## src/rtl/mips_instr_encoder.sv

```systemverilog
// Streaming MIPS instruction encoder: one symbolic request per handshake in,
// one 32-bit machine word plus its byte address out, through a single output
// register. Branch offsets and jump fields are resolved against a running PC.
module mips_instr_encoder #(
    parameter logic [31:0] BASE_ADDR = 32'h0000_0000
) (
    input  logic        clk,
    input  logic        reset,
    input  logic        restart,
    input  logic        in_valid,
    output logic        in_ready,
    input  logic [4:0]  in_mnem,
    input  logic [4:0]  in_rs,
    input  logic [4:0]  in_rt,
    input  logic [4:0]  in_rd,
    input  logic [15:0] in_imm,
    input  logic [31:0] in_target,
    output logic        out_valid,
    input  logic        out_ready,
    output logic [31:0] out_word,
    output logic [31:0] out_addr,
    output logic        out_err,
    output logic [7:0]  err_count
);

    logic [31:0] pc_q, pc_d;
    logic        out_valid_q, out_valid_d;
    logic [31:0] out_word_q, out_word_d;
    logic [31:0] out_addr_q, out_addr_d;
    logic        out_err_q, out_err_d;
    logic [7:0]  err_count_q, err_count_d;

    logic        accept;
    logic [31:0] pc_plus4;
    logic [31:0] br_diff;
    logic        br_ok;
    logic        j_ok;
    logic [5:0]  funct;
    logic [5:0]  opcode;
    logic [31:0] enc_word;
    logic        enc_err;

    assign in_ready = ~reset & ~restart & (~out_valid_q | out_ready);
    assign accept   = in_valid & in_ready;

    // Combinational encode of the presented request against the current PC.
    always_comb begin
        pc_plus4 = pc_q + 32'd4;
        br_diff  = in_target - pc_plus4;
        // The word offset is br_diff >>> 2; it fits 16 bits exactly when the
        // top 15 bits of the byte difference are all copies of the sign.
        br_ok    = (br_diff[1:0] == 2'b00) &&
                   ((&br_diff[31:17]) || ~(|br_diff[31:17]));
        j_ok     = (in_target[1:0] == 2'b00) &&
                   (in_target[31:28] == pc_plus4[31:28]);
        funct    = 6'h00;
        opcode   = 6'h00;
        enc_word = 32'h0000_0000;
        enc_err  = 1'b0;
        case (in_mnem)
            5'd0:  funct = 6'h20;
            5'd1:  funct = 6'h21;
            5'd2:  funct = 6'h22;
            5'd3:  funct = 6'h23;
            5'd4:  funct = 6'h24;
            5'd5:  funct = 6'h25;
            5'd6:  funct = 6'h26;
            5'd7:  funct = 6'h27;
            5'd8:  funct = 6'h2A;
            5'd9:  funct = 6'h2B;
            5'd10: opcode = 6'h08;
            5'd11: opcode = 6'h09;
            5'd12: opcode = 6'h0C;
            5'd13: opcode = 6'h0D;
            5'd14: opcode = 6'h0A;
            5'd15: opcode = 6'h0B;
            5'd16: opcode = 6'h23;
            5'd17: opcode = 6'h2B;
            5'd18: opcode = 6'h04;
            5'd19: opcode = 6'h05;
            5'd20: opcode = 6'h02;
            default: enc_err = 1'b1;
        endcase
        if (in_mnem <= 5'd9) begin
            enc_word = {6'h00, in_rs, in_rt, in_rd, 5'b00000, funct};
        end else if (in_mnem <= 5'd17) begin
            enc_word = {opcode, in_rs, in_rt, in_imm};
        end else if (in_mnem <= 5'd19) begin
            enc_err  = ~br_ok;
            enc_word = {opcode, in_rs, in_rt, br_diff[17:2]};
        end else if (in_mnem == 5'd20) begin
            enc_err  = ~j_ok;
            enc_word = {opcode, in_target[27:2]};
        end
        if (enc_err) begin
            enc_word = 32'h0000_0000;
        end
    end

    // Next-state: load on accept, drain when consumed, restart rewinds the PC.
    always_comb begin
        pc_d        = pc_q;
        out_valid_d = out_valid_q;
        out_word_d  = out_word_q;
        out_addr_d  = out_addr_q;
        out_err_d   = out_err_q;
        err_count_d = err_count_q;
        if (accept) begin
            out_valid_d = 1'b1;
            out_word_d  = enc_word;
            out_addr_d  = pc_q;
            out_err_d   = enc_err;
            pc_d        = pc_plus4;
            if (enc_err && (err_count_q != 8'hFF)) begin
                err_count_d = err_count_q + 8'd1;
            end
        end else if (out_valid_q && out_ready) begin
            out_valid_d = 1'b0;
        end
        if (restart) begin
            pc_d = BASE_ADDR;
        end
    end

    // State registers with synchronous reset taking priority over everything.
    always_ff @(posedge clk) begin
        if (reset) begin
            pc_q        <= BASE_ADDR;
            out_valid_q <= 1'b0;
            out_word_q  <= 32'h0000_0000;
            out_addr_q  <= 32'h0000_0000;
            out_err_q   <= 1'b0;
            err_count_q <= 8'h00;
        end else begin
            pc_q        <= pc_d;
            out_valid_q <= out_valid_d;
            out_word_q  <= out_word_d;
            out_addr_q  <= out_addr_d;
            out_err_q   <= out_err_d;
            err_count_q <= err_count_d;
        end
    end

    assign out_valid = out_valid_q;
    assign out_word  = out_word_q;
    assign out_addr  = out_addr_q;
    assign out_err   = out_err_q;
    assign err_count = err_count_q;

endmodule

```

## config.mk

```make
export PLATFORM = sky130hd
export DESIGN_NAME = mips_instr_encoder
export DESIGN_NICKNAME = d
export VERILOG_FILES = /design/src/rtl/mips_instr_encoder.sv
export SDC_FILE = /design/constraint.sdc
export NUM_CORES = 1
export LEC_CHECK = 0
export CAP_MARGIN = 20
export CORE_AREA = 4 4 130 132
export DETAILED_ROUTE_END_ITERATION = 7
export DIE_AREA = 0 0 134 136
export MAX_ROUTING_LAYER = met4
export PLACE_DENSITY = 0.79
export REMOVE_ABC_BUFFERS = 1
export SLEW_MARGIN = 25
export SYNTH_ARGS = -nofsm -noshare
export SYNTH_HDL_FRONTEND = slang
export SYNTH_SLANG_ARGS = --single-unit
```

## constraint.sdc

```tcl
create_clock -name clk -period 5.3 [get_ports clk]
set_input_delay 1.59 -clock clk [delete_from_list [all_inputs] [get_ports clk]]
set_output_delay 1.59 -clock clk [all_outputs]
set_load 0.03 [all_outputs]
```

==> metrics.cfg <==
[synth]
syn_area_um2 = 7480
avgSynthCellArea_um2 = 7.609
synth-seq-cells = 101
synth_ff_type = dfxtp_1
netlist_instances = 983
synth_edf_count = 0
synth_top_cell_by_area = dfxtp_1
seq_area_frac_synth = 0.2703
synth_cell_types = 88
ys.warnings.count = 0
yosys.area.top_type_share = 0.2703
synthArstFlopShare = 0
yosys-top-cells-area = dfxtp_1, nand2_1, a21oi_1

[pwr]
comb_power_share = 0.243
p_leak_nw = 3.885
clock_power_share = 0.347
p_total_w = 0.001888
ir_drop_mv = 0.1643
swShare = 0.2887
internal_power_w = 0.001343
p_seq_frac = 0.410
power_density_nw_per_um2 = 181.7
p_switching_w = 0.0005452

[grt]
grt_pass1_vias = 7771
grt_usage = 0.2740
grt_pass1_wl_mm = 39.20
grt_max_degree = 41
antenna_found_initial = 0
overflow = 0

[cells_and_area]
fin_cells = 1422
nets = 1297
layout-drive-gt1-share = 0.1924
layout-area-overhead-vs-synth_pct = 38.98
fin_util = 0.6616
antennaDiodeCount = 0
n_fill_cell = 1339
final_common_cell = nand2_1
mostFrequentLayoutCells = nand2_1, clkdlybuf4s50_1, buf_4

[drt]
drt_iter0_drc = 658
via_count = 8238
drcViolationCount = 0
ant_nets = 0
drt-wirelength-per-cell_um = 17.50
routed_wl_mm = 24.88
firstDrtPassIters = 5
via_per_inst = 5.793

[floorplan]
core-area_um2 = 15710
die_area_um2 = 18220
die_y_um = 136
chipWidth_um = 134
pin_count = 148
num_rows = 46
start_util = 0.4760

[timing]
finalMaxSlewViolations = 0
fin_ws_ns = 0.1482
slew-limit-headroom = 0.4489
fin_crit_ns = 5.152
whs_ns = 0.4534
finClkSkew_ns = 0.006671
setup_violations = 0
fmaxAchievable_ghz = 0.1941
finalCritPeriodShare = 0.9720
finalHoldViolCount = 0
worst_pin_slew_ns = 0.8267

[clocking]
numCtsBuffers = 9
ctsHoldBuffers = 0
clk_pin_slew_ns = 0.07
clock_path_buffers = 2
clockRootBuffer = clkbuf_16
cts_sinks = 101
cts_htree_levels = 3
cts_tree = yes
clkLatencyLatePin_ns = 0.35

[status]
status = completed

[placement]
numPortBuffers = 144
place_congestion = 0.9636
dp_hpwl_mm = 18.98
pre_cts_slack_ns = -0.8475
dp.cells = 1402

[worst_setup_path]
cp_data_arrival_time_ns = 5.39
crit_required_ns = 5.54
worst-r2r-cell-count = 25
worstPathMaxFanout = 4
crit_type = input pin to register
cp-end-kind = register
r2r_setup_slack_ns = 0.23
startpoint_type = input pin

[run]
drv.max_cap_violation_count = 0

[hold_path]
whs_path_depth = 2
hold_path_class = register to register

## worst paths after layout
path,startpoint,endpoint
worst max-delay path,in_target[2],err_count[2]
worst min-delay path,out_addr[23],out_addr[23]
worst max register to register,pc_q[3],out_word[19]
worst min register to register,out_addr[23],out_addr[23]
## what timing repair did
item | in CTS | in global routing
setup buffers | 2 | 3
gates resized for setup | 19 | 42
pin swaps | 13 | 22
setup endpoints to repair | 38 | 38
## power by group through the flow
stage	Sequential (W)	Clock [W]	Combinational (W)
2_1_floorplan	0.000809	0	0.000194
3_3_place_gp	0.000792	0	0.000428
3_5_place_dp	0.000792	0	0.000432
4_1_cts	0.000774	0.000663	0.000440
5_1_grt	0.000775	0.000694	0.000494
6_report	0.000775	0.000656	0.000458
## final cells by class
type,count,area (µm²),share of cell area
Timing Repair Buffer,276,2434,0.2341
Sequential cell,101,2028,0.1951
Clock inverter,5,52.55,0.005055
Clock buffer,10,229.0,0.02203
Inverter,21,78.83,0.007583
Multi-Input combinational cell,793,5303,0.5101
Tap cell,216,270.3,0.02600
## critical path, cell delays in order
cell	delay, ns
clkbuf_2	0.10
inv_2	0.06
ha_4	0.12
inv_1	0.05
fa_2	0.34
a211oi_2	0.21
o21bai_1	0.14
and2_1	0.19
o311a_1	0.36
o2111ai_2	0.26
a21oi_2	0.12
a21o_1	0.21
buf_6	0.14
xor2_4	0.16
nand4_1	0.11
or4_4	0.53
o21a_1	0.22
and3_4	0.18
mux2_4	0.29
## layer usage
metal | global-route usage | vias up | share of wire | wire (µm)
met5 | - | - | 0 | 0
met4 | 0.08857 | 0 | 0.020 | 498
met3 | 0.03442 | 41 | 0.060 | 1481
met2 | 0.4523 | 314 | 0.48 | 11950
met1 | 0.3510 | 3931 | 0.44 | 10960
li1 | - | 3952 | - | -
## sequential cells by signal, indices dropped and copies added, names as in the netlist
signal / flops
out_err: 1
out_addr: 30
pc_q: 30
out_word: 31
err_count: 8
out_valid: 1
## synth_stat cells (all sizes together), types with 4 or more instances
master     n
clkbuf    46
nand2b     4
a21boi     4
nor3      27
o21bai     6
nand4     15
dfxtp    101
or3       17
a22oi     16
nor2      78
o21a       8
and3      13
xor2      33
inv       21
and4       4
a22o      10
nand3     28
a21oi     93
nor2b     14
o211ai     9
or4        8
a221oi     7
maj3       6
xnor3      5
ha        21
o31ai      8
and2      13
nand2    143
or2        5
buf       24
a2111oi    4
o21ai     68
a211oi    12
nor3b      4
xnor2     43
nor4       9
a21o      16
## stage by stage
step | area (µm²) | TNS (ns)
floorplan | 7161 | -2.235
global placement | 9843 | -24.36
detailed placement | 9846 | -28.59
CTS | 10200 | 0
global route | 10400 | -0.1139
finish | 10400 | 0
## cell families after synthesis
logic type                 share of synthesized area
muxes                                       0.005520
xor gates and xnor gates                      0.1061
adders and majority gates                    0.04634
DFF                                           0.2703
buffers and inverters                        0.05420
AOI/OAI and AO/OA                             0.2513
and+or+nand+nor                               0.2658
other                                      0.0005014
No activity file was read; power rests on OpenSTA's default activity.
